## src/rtl/pipe_stage_elastic_pkg.sv

```systemverilog
// Shared definitions for the elastic pipeline-stage register.
package pipe_stage_elastic_pkg;

    localparam int unsigned STAGE_DEPTH_DEFAULT = 2;

    // Valid/ready pair for one side of a stage.
    typedef struct packed {
        logic valid;
        logic ready;
    } stage_hs_t;

    // Pointer width for an N-entry ring; never narrower than one bit.
    function automatic int unsigned ptr_width(int unsigned n);
        return (n > 1) ? $clog2(n) : 1;
    endfunction

endpackage

```

## src/rtl/pipe_stage_elastic_wrap_ptr.sv

```systemverilog
// Ring-buffer pointer that counts 0..N-1 and wraps, with synchronous clear.
module wrap_ptr #(
    parameter int unsigned N = 2,
    parameter int unsigned W = 1
) (
    input  logic         clk,
    input  logic         rst,
    input  logic         inc,
    input  logic         clr,
    output logic [W-1:0] ptr
);

    logic [W-1:0] ptr_q, ptr_d;

    // Next pointer: clear wins, otherwise advance with explicit wrap (works for non-pow2 N).
    always_comb begin
        ptr_d = ptr_q;
        if (clr) begin
            ptr_d = '0;
        end else if (inc) begin
            ptr_d = (ptr_q == W'(N - 1)) ? '0 : ptr_q + W'(1);
        end
    end

    // Pointer register.
    always_ff @(posedge clk or negedge rst) begin
        if (!rst) begin
            ptr_q <= '0;
        end else begin
            ptr_q <= ptr_d;
        end
    end

    assign ptr = ptr_q;

endmodule

```

## src/rtl/pipe_stage_elastic.sv

```systemverilog
// Elastic pipeline-stage register: valid/ready on both sides, DEPTH-entry ring buffer,
// plus stage-level stall (freeze) and bubble (flush).
module pipe_stage_elastic
    import pipe_stage_elastic_pkg::*;
#(
    parameter int unsigned WIDTH = 32,
    parameter int unsigned DEPTH = STAGE_DEPTH_DEFAULT,
    parameter int unsigned PTR_W = ptr_width(DEPTH),
    parameter int unsigned CNT_W = $clog2(DEPTH + 1)
) (
    input  logic             clk,
    input  logic             rst,
    input  logic             stall,
    input  logic             bubble,
    input  logic             in_valid,
    output logic             in_ready,
    input  logic [WIDTH-1:0] in_data,
    output logic             out_valid,
    input  logic             out_ready,
    output logic [WIDTH-1:0] out_data,
    output logic [CNT_W-1:0] count
);

    stage_hs_t        in_hs, out_hs;
    logic             push, pop;
    logic [PTR_W-1:0] head, tail;
    logic [CNT_W-1:0] count_q, count_d;
    logic [WIDTH-1:0] mem_q [DEPTH];

    // Handshake decode; ready looks only at registered count and stall, never out_ready.
    always_comb begin
        in_hs.valid  = in_valid;
        in_hs.ready  = !stall && (count_q != CNT_W'(DEPTH));
        out_hs.valid = (count_q != '0);
        out_hs.ready = out_ready;
        push         = in_hs.valid && in_hs.ready && !bubble;
        pop          = out_hs.valid && out_hs.ready && !stall && !bubble;
    end

    // Occupancy next state: bubble flushes, stall freezes, otherwise +push -pop.
    always_comb begin
        count_d = count_q;
        if (bubble) begin
            count_d = '0;
        end else if (!stall) begin
            count_d = count_q + CNT_W'(push) - CNT_W'(pop);
        end
    end

    // Occupancy register.
    always_ff @(posedge clk or negedge rst) begin
        if (!rst) begin
            count_q <= '0;
        end else begin
            count_q <= count_d;
        end
    end

    // Payload storage; left unreset since out_data is masked while empty.
    always_ff @(posedge clk) begin
        if (push) begin
            mem_q[tail] <= in_data;
        end
    end

    wrap_ptr #(
        .N (DEPTH),
        .W (PTR_W)
    ) u_head (
        .clk (clk),
        .rst (rst),
        .inc (pop),
        .clr (bubble),
        .ptr (head)
    );

    wrap_ptr #(
        .N (DEPTH),
        .W (PTR_W)
    ) u_tail (
        .clk (clk),
        .rst (rst),
        .inc (push),
        .clr (bubble),
        .ptr (tail)
    );

    // Output drive; zero payload when empty matches the fixed stage bubble convention.
    always_comb begin
        in_ready  = in_hs.ready;
        out_valid = out_hs.valid;
        out_data  = out_hs.valid ? mem_q[head] : '0;
        count     = count_q;
    end

endmodule

```

## config.mk

```make
export PLATFORM = sky130hd
export DESIGN_NAME = pipe_stage_elastic
export DESIGN_NICKNAME = d
export VERILOG_FILES = /design/src/rtl/pipe_stage_elastic_pkg.sv /design/src/rtl/pipe_stage_elastic_wrap_ptr.sv /design/src/rtl/pipe_stage_elastic.sv
export SDC_FILE = /design/constraint.sdc
export NUM_CORES = 1
export LEC_CHECK = 0
export ABC_AREA = 1
export BUFFER_PORTS_ARGS = -buffer_cell sky130_fd_sc_hd__buf_2
export CORE_ASPECT_RATIO = 0.5
export CORE_MARGIN = 2
export CORE_UTILIZATION = 52
export DETAILED_ROUTE_END_ITERATION = 16
export PLACE_DENSITY_LB_ADDON = 0.25
export SYNTH_ARGS = -nofsm -noshare
export SYNTH_HDL_FRONTEND = slang
export SYNTH_SLANG_ARGS = --single-unit
```

## constraint.sdc

```tcl
create_clock -name clk -period 3.1 [get_ports clk]
set_input_delay 0.465 -clock clk [delete_from_list [all_inputs] [get_ports clk]]
set_output_delay 0.465 -clock clk [all_outputs]
set_load 0.05 [all_outputs]
```

==> metrics list, run 1 <==
- Run status: finished clean
- Traced cell by cell, the critical path runs through clkinv_2, nand2_1, a21oi_2, buf_2.
- Reg-to-reg slack, setup: 1000 ps
- The initial utilization of the core area, before any placement, comes to 0.557.
- Summing all non-filler instances in the final layout gives an area of ~3400 um2.
- Once detail routing completed, the nets flagged for antenna violations numbered 0.
- The first global-routing pass estimated a little over 8000 um of wire.
- For this run, the post-layout net count is about 340.
- Number of input and output port buffers inserted: between 70 and 80
* YS warnings: 0
- For this run, the total global-route usage over all layers was measured as 0.183.
- Synthesis produced a netlist with a net count of 256.
- Setup total negative slack on the finished layout was measured at 0 ps.
- Row cnt: 18
* Worst Setup Path Type: reg -> out
- The placed instances occupy a cell area of 3250 um2.
* Setup violations, final: 0
- The critical path contains buffers and inverters numbering 2 combined.
- Critical Path Start Type: flip-flop
- The critical path ends at out_data[22].
- Among all flip-flop cells after synthesis, the most frequent one is sky130_fd_sc_hd__edfxtp_1.
- The largest individual stage delay along the critical path comes from the cell sky130_fd_sc_hd__dfrtp_1.
- The longest clock path from root to sink contains 2 buffers.
* Cell with the most instances after synthesis: sky130_fd_sc_hd__nand2_1
* DR vias/cell: roughly 5
- The share of synthesized area in the top cell type comes to 0.681.
- 74 I/O pins were placed.
- After the first detailed-routing iteration, the DRC count stood at around 120.
- Routability congestion estimate from global placement: 0.844
- Once detailed placement completed, the half-perimeter wirelength came to about 3500 um.
- Clock latency on the worst-skew pair, taken at its later pin, is about 330 ps.
* Number of cells on the critical path: 4
- Total Die Area: slightly above 6000 um2
* Worst-path maximum fanout: 33
* End of the worst register-to-register path: mem_q[0][23]$_DFFE_PP_
- Summed over all cells, the static leakage comes to about 0.0014 uW.
- Counting flops and latches in the post-synthesis netlist gives 68.
- After clock tree synthesis, the clock-pin slew on the worst setup and hold paths is 70 ps.
- Crit Reg-Reg Startpoint: count[0]$_DFFE_PN0P_
* Maximum number of pins on one net before global-route repair: 34
- After global routing the overflow that remains totals 0.
- In the final routed layout, each cell accounts on average for between 10 and 15 um.
- The share of total power dissipated in combinational logic is 0.102.
* Number of clock sinks: approximately 70
* Number of standard cells after synthesis: 216
- At the worst endpoint, the required time is approximately 2600 ps.
- The share of total power dissipated in sequential elements is 0.552.
- The number of antenna diodes in the final layout is 0.
- Total power divided by cell area: about 560 nW/um2
- Derived from the worst setup path, the maximum achievable clock frequency is between 0.4 and 0.5 GHz.
- Number of buffers created by CTS: 9
- Worst-case vdd ir drop: between 0.3 and 0.4 mV
- Area growth, synth to finish: 21.5%
- Sequential cell area fraction in the yosys report: 0.716
- Buffer count from post-CTS setup fixing: 0
* Rel. slew slack: 0.602
- Number of iterations in the first detailed-routing pass: 4
- Slew @ Worst Pin: 596 ps
* Clock root buffer: sky130_fd_sc_hd__clkbuf_8
* Post-route clock skew: slightly above 7 ps
* Cell count of the worst reg-to-reg path: 7
* Crit path max-delay family: buffers and inverters
* Switching share of power: 0.237
- By area the synthesized netlist is led by sky130_fd_sc_hd__edfxtp_1, sky130_fd_sc_hd__nand2_1, sky130_fd_sc_hd__a21oi_2.
- Of the cells placed in the final design, the portion with a size suffix greater than 1 is 0.415.
* Number of distinct library cells after synthesis: 16
* Cell-internal power: approximately 1500 uW
* Number of global-route vias before repair: between 1.5k and 2k
- Number of levels the H-tree was split into: 3
- The biggest area contributor in the post-synthesis netlist is sky130_fd_sc_hd__edfxtp_1.
- Kind of capture point of the worst setup path: output port
- In this run, synthesis inferred 64 flip-flops with an integrated enable.
* Path category of the worst min-delay check: in -> reg
- The final count of hold timing violations came to 0.
- The die is about 110 um wide.
- Synth top cells by count: sky130_fd_sc_hd__nand2_1, sky130_fd_sc_hd__edfxtp_1, sky130_fd_sc_hd__a21oi_2
- Averaged over all synthesized cells, the footprint is between 10 and 15 um2.
- TritonCTS clock tree: done
* Portion of the clock cycle consumed by the worst path in the final layout: 0.742
- Max-cap violations in this run came to 0.
- Net switching power: 454 uW
* Setup repair after global routing missed its margin: no
- Part of the total power dissipated in the clock network: 0.346
- The floorplan step defined a core boundary enclosing between 5000 and 6000 um2.
- Number of resized instances in the post-cts repair step: 0
* Async set-reset flop share out of synthesis: 0.0588
* Arrival time of data at the critical path endpoint: roughly 1800 ps
- Die extent in y: ~56 um
- The clock period could shrink to between 2000 and 2500 ps.
- Number of buffers inserted for hold repair after clock tree synthesis: 1
* Initial antenna violation count: 0
* Cell area after synthesis: approximately 2800 um2
* Hold slack final: 318 ps
- Detailed routing inserted a total of roughly 1.8k vias.
* Worst stage delay on the critical path: around 530 ps
- Wire length after detailed routing: 5320 um
- Utilization after layout: 0.677
- Residual DRC count: 0
* Slew Viols, Final: 0
- The most critical setup path has its startpoint at u_head.ptr$_DFFE_PN0P_.
-- how the worst min path moves through the flow --
| stage | start | to | slack, ps | cells after the start |
|---|---|---|---|---|
| final | in_data[13] | mem_q[0][13]$_DFFE_PP_ | 320 | 1 |
| after global routing | in_data[6] | mem_q[1][6]$_DFFE_PP_ | 300 | 1 |
| after CTS | in_data[30] | mem_q[1][30]$_DFFE_PP_ | 310 | 1 |
| after detailed placement | rst | u_tail.ptr$_DFFE_PN0P_ | 280 | 1 |
| after global placement | rst | u_tail.ptr$_DFFE_PN0P_ | 280 | 1 |
| after floorplan | rst | count[0]$_DFFE_PN0P_ | 170 | 0 |
-- metal layers --
layer / vias up / routed length (um) / GRT usage
met3: 4 / 279 / 0.0691
met2: 50 / 2760 / 0.317
met1: 889 / 2240 / 0.213
met5: - / 0 / 0
li1: 904 / - / -
met4: 0 / 41 / 0.0586
-- cells by family (layout without fill, tap and decap cells) --
group | Yosys count | in the layout | share of synthesized area
buffers and inverters | 20 | 105 | 0.0430
adders and majority gates | 2 | 2 | 0.00886
DFF | 68 | 68 | 0.716
AOI/OAI and AO/OA | 34 | 34 | 0.101
and+or+nand+nor | 92 | 92 | 0.131
-- worst register-to-register path, stage by stage (launching register included) --
cell and delay, ps:
sky130_fd_sc_hd__dfrtp_1 440, sky130_fd_sc_hd__inv_1 120, sky130_fd_sc_hd__nand2_1 70, sky130_fd_sc_hd__nand3_1 140
sky130_fd_sc_hd__nand2_1 100, sky130_fd_sc_hd__nand2_1 70, sky130_fd_sc_hd__inv_1 450, sky130_fd_sc_hd__buf_4 390
-- layout make-up --
| class | instances | area (um2) |
|---|---|---|
| Timing Repair Buffer | 80 | 420 |
| Sequential cell | 68 | 2020 |
| Clock buffer | 12 | 135 |
| Tap cell | 70 | 87.6 |
| Inverter | 10 | 38.8 |
| Clock inverter | 3 | 38.8 |
| Fill cell | 370 | 1640 |
| Multi-Input combinational cell | 128 | 688 |
-- registers in the layout, indices dropped and copies added (netlist names) --
signal and flops:
u_tail.ptr 1, count 2, u_head.ptr 1, mem_q 64
-- stage by stage --
step                      setup WS, ps  std cells  total power [uW]
final                              801        371              1920
after global routing               629        371              1990
after CTS                          760        371              1930
after detailed placement           928        355              1270
after global placement             996        355              1270
after floorplan                    272        216              1210
-- layout by cell type (no fill, tap or decap) --
master and instances:
sky130_fd_sc_hd__clkinv_1 1, sky130_fd_sc_hd__clkbuf_1 3, sky130_fd_sc_hd__dfrtp_1 4, sky130_fd_sc_hd__inv_2 1
sky130_fd_sc_hd__o31ai_1 1, sky130_fd_sc_hd__nor2_4 3, sky130_fd_sc_hd__ha_1 2, sky130_fd_sc_hd__edfxtp_1 64
sky130_fd_sc_hd__a21oi_1 3, sky130_fd_sc_hd__a21oi_2 30, sky130_fd_sc_hd__dlygate4sd3_1 1, sky130_fd_sc_hd__nand3_1 8
sky130_fd_sc_hd__inv_1 8, sky130_fd_sc_hd__nand2_1 78, sky130_fd_sc_hd__nor2_1 3, sky130_fd_sc_hd__clkbuf_8 9
sky130_fd_sc_hd__bufinv_16 1, sky130_fd_sc_hd__clkinv_2 2, sky130_fd_sc_hd__buf_4 6, sky130_fd_sc_hd__buf_2 73
-- power groups by stage --
stage | clock, uW | combinational [uW] | sequential [uW]
2_1_floorplan | 0 | 131 | 1080
3_3_place_gp | 0 | 191 | 1080
3_5_place_dp | 0 | 196 | 1080
4_1_cts | 671 | 198 | 1060
5_1_grt | 715 | 211 | 1060
6_report | 663 | 196 | 1060
(Power assumes the default switching activity.)
==> run 2: changes to the inputs <==
==> constraint.sdc (replaced) <==
create_clock -name clk -period 2.2 [get_ports clk]
set_input_delay 0.33 -clock clk [delete_from_list [all_inputs] [get_ports clk]]
set_output_delay 0.33 -clock clk [all_outputs]
set_load 0.05 [all_outputs]
==> run 2 against run 1 <==
Net effect:
- via count up 1.2%
- global-route usage up 1.2 points
- clock power up 60%
- critical path depth stayed put
- sequential share of layout area is 1.1 points lower
- sequential cell count stayed put
- highest routed layer unchanged
- cell count grew 0.54%
==> metrics list, run 2 (synthesized netlist as in run 1, its figures left out) <==
- Number of iterations in the first detailed-routing pass: 4 (unchanged)
- The clock network latency to the later pin of the worst-skew pair came to 340 ps (about the same).
- The post-CTS clock slew at the launch and capture registers of the worst setup and hold paths is 70 ps (about the same).
- STA classifies the critical path endpoint as an output port.
- Max capacitance violation total: 0 (unchanged)
* Detailed-route wire length per cell: 14.5 um (+0.88%)
- The starting DRC count in detailed routing was 137 (+11%).
* Sequential Area: 2020 um2 (unchanged)
- The total die area was 6070 um2 (unchanged).
* Routed vias: 1870 (+1.2%)
- Commonest non-fill, non-tap cells in the layout: sky130_fd_sc_hd__nand2_1, sky130_fd_sc_hd__buf_2, sky130_fd_sc_hd__edfxtp_1
- Final hold violation count: 0 (unchanged)
- The power density over the cells came to 812 nW/um2 (+45%).
* Die extent in y: 56.1 um (unchanged)
- The number of placed I/O pins was 74 (unchanged).
- Number of levels the H-tree was split into: 3 (unchanged)
- Run status: finished clean
* Residual DRC count: 0 (unchanged)
- The aggregate global routing overflow came to 0 (unchanged).
* Number of buffers created by CTS: 9 (unchanged)
* Initial antenna violation count: 0 (unchanged)
- The standby leakage power was 0.00143 uW (+1.5%).
- The net total in the final layout is 338 (+0.30%).
- In this run the worst hold path is classified as in -> reg.
* Count of placed standard cells including taps: 356 (+0.28%)
- Critical Path Start Type: flip-flop
* Most common library cell in the layout ignoring fill and taps: sky130_fd_sc_hd__nand2_1
- The area inside the core boundary is 5070 um2 (unchanged).
- The signal arrival time at the worst endpoint came to 1690 ps (-140 ps).
- The ratio of cells with drive above 1 in the final layout is 0.422 (+0.00716).
- Buffer count from post-CTS setup fixing: 0 (unchanged)
- Slew @ Worst Pin: 490 ps (-107 ps)
- By startpoint and endpoint, the worst setup path is classified as reg -> out.
* Clock root buffer: sky130_fd_sc_hd__clkbuf_8
* Worst-path maximum fanout: 19 (-42%)
* TritonCTS clock tree: done
- The number of setup violations in the final report came to 0 (unchanged).
* Chip Width: 108 um (unchanged)
- The remaining max-slew budget at the tightest pin is 0.673 (+0.0711).
* Max reg flops: 64 (unchanged)
* Routability congestion estimate from global placement: 0.768 (-8.9%)
- Ant. Diodes: 0 (unchanged)
- The area of the multi-input gates is 699 um2 (+1.6%).
- The number of placement rows was 18 (unchanged).
- The worst path required time came to 1870 ps (-760 ps).
- Setup repair after global routing left no endpoint under its margin.
- Post-route insts no fill: 373 (+0.54%)
* Routed Antenna Nets: 0 (unchanged)
* Post-route total power: 2840 uW (+48%)
* Worst path setup slack after routing: 177 ps (-624 ps)
* Worst-case vdd ir drop: 0.489 mV (+43%)
- Wire length after detailed routing: 5400 um (+1.4%)
* Area growth, synth to finish: 23.7%
- The number of slew-limit violations in the final report came to 0 (unchanged).
- The first-pass GRT wire length is 8710 um (+6.5%).
- The register with the most flip-flops in the final layout is mem_q.
* DR vias/cell: 5.01 (+0.70%)
- The number of clock sinks seen by CTS is 68 (unchanged).
* Maximum number of pins on one net before global-route repair: 34 (unchanged)
* Number of global-route vias before repair: 1843 (+2.9%)
* Post-place setup slack: 470 ps (-458 ps)
- Achievable clock frequency: just under 0.5 GHz
* Estimated wirelength of the detail-placed design: 3710 um (+4.8%)
* Number of input and output port buffers inserted: 73 (unchanged)
- The clock skew after layout came to 6.05 ps (-1.12 ps).
* Maximum count of clock buffers along a single path: 2 (unchanged)
- Of the available clock period, the critical path in the final layout requires 0.920.
- Time the worst path needs with I/O delays and setup: 2020 ps
- Global Route Usage Sum: 0.195 (+0.0116)
- The count of filler cells inserted in the layout is 391 (+5.7%).
- The initial standard-cell utilization of the core was 0.557 (unchanged).
==> run 2: where the power goes <==
group / total [uW] / internal (uW) / switching, uW
clock: 1060 / 627 / 438
combinational: 282 / 77.1 / 205
sequential: 1490 / 1480 / 15.2
total: 2840 / 2180 / 658
==> run 2: per-stage QoR <==
stage | hold WS (ps) | cell area [um2] | setup TNS (ps) | utilization
after floorplan | 34.4 | 2840 | -2830 | -
after global placement | 144 | 3280 | 0 | 0.647
after detailed placement | 150 | 3280 | 0 | 0.647
after CTS | 160 | 3490 | 0 | 0.690
after global routing | 158 | 3490 | 0 | 0.690
final | 173 | 3490 | 0 | 0.690
==> run 2: per-layer routing <==
metal / global-route usage / up-vias / wire (um)
met2: 0.321 / 53 / 2680
met1: 0.230 / 891 / 2290
met4: 0.0989 / 0 / 127
met3: 0.0656 / 14 / 301
met5: 0 / - / 0
li1: - / 912 / -
==> run 2: what timing repair did <==
item,in CTS,in global routing
endpoints found under the hold margin,4,0
gates resized for setup,0,0
hold buffers,1,0
==> run 2: area by class of cell <==
cell class,count,area share
timing repair buffer,81,0.126
multi-input combinational,128,0.200
inverter,10,0.0111
clock buffer,10,0.0365
sequential,68,0.579
tap,70,0.0251
clock inverter,6,0.0226
==> run 2: path summary, 6_finish.rpt <==
check                      depth (start not counted)  slack, ps                   start                      to
max                                                4        180    count[1]$_DFFE_PN0P_            out_data[21]
min in group asynchronous                          2        330                     rst  u_head.ptr$_DFFE_PN0P_
min reg2reg                                        2        550  u_tail.ptr$_DFFE_PN0P_  u_tail.ptr$_DFFE_PN0P_
max reg2reg                                       10        470    count[1]$_DFFE_PN0P_    count[1]$_DFFE_PN0P_
min                                                1        170              in_data[1]   mem_q[0][1]$_DFFE_PP_
max in group asynchronous                          2       1740                     rst  u_tail.ptr$_DFFE_PN0P_
==> run 2: worst max-delay path: stages (launching register included) <==
cell                      delay (ps)
sky130_fd_sc_hd__dfrtp_1         500
sky130_fd_sc_hd__nor2_4          220
sky130_fd_sc_hd__buf_4           340
sky130_fd_sc_hd__a21oi_2          70
sky130_fd_sc_hd__buf_2           220
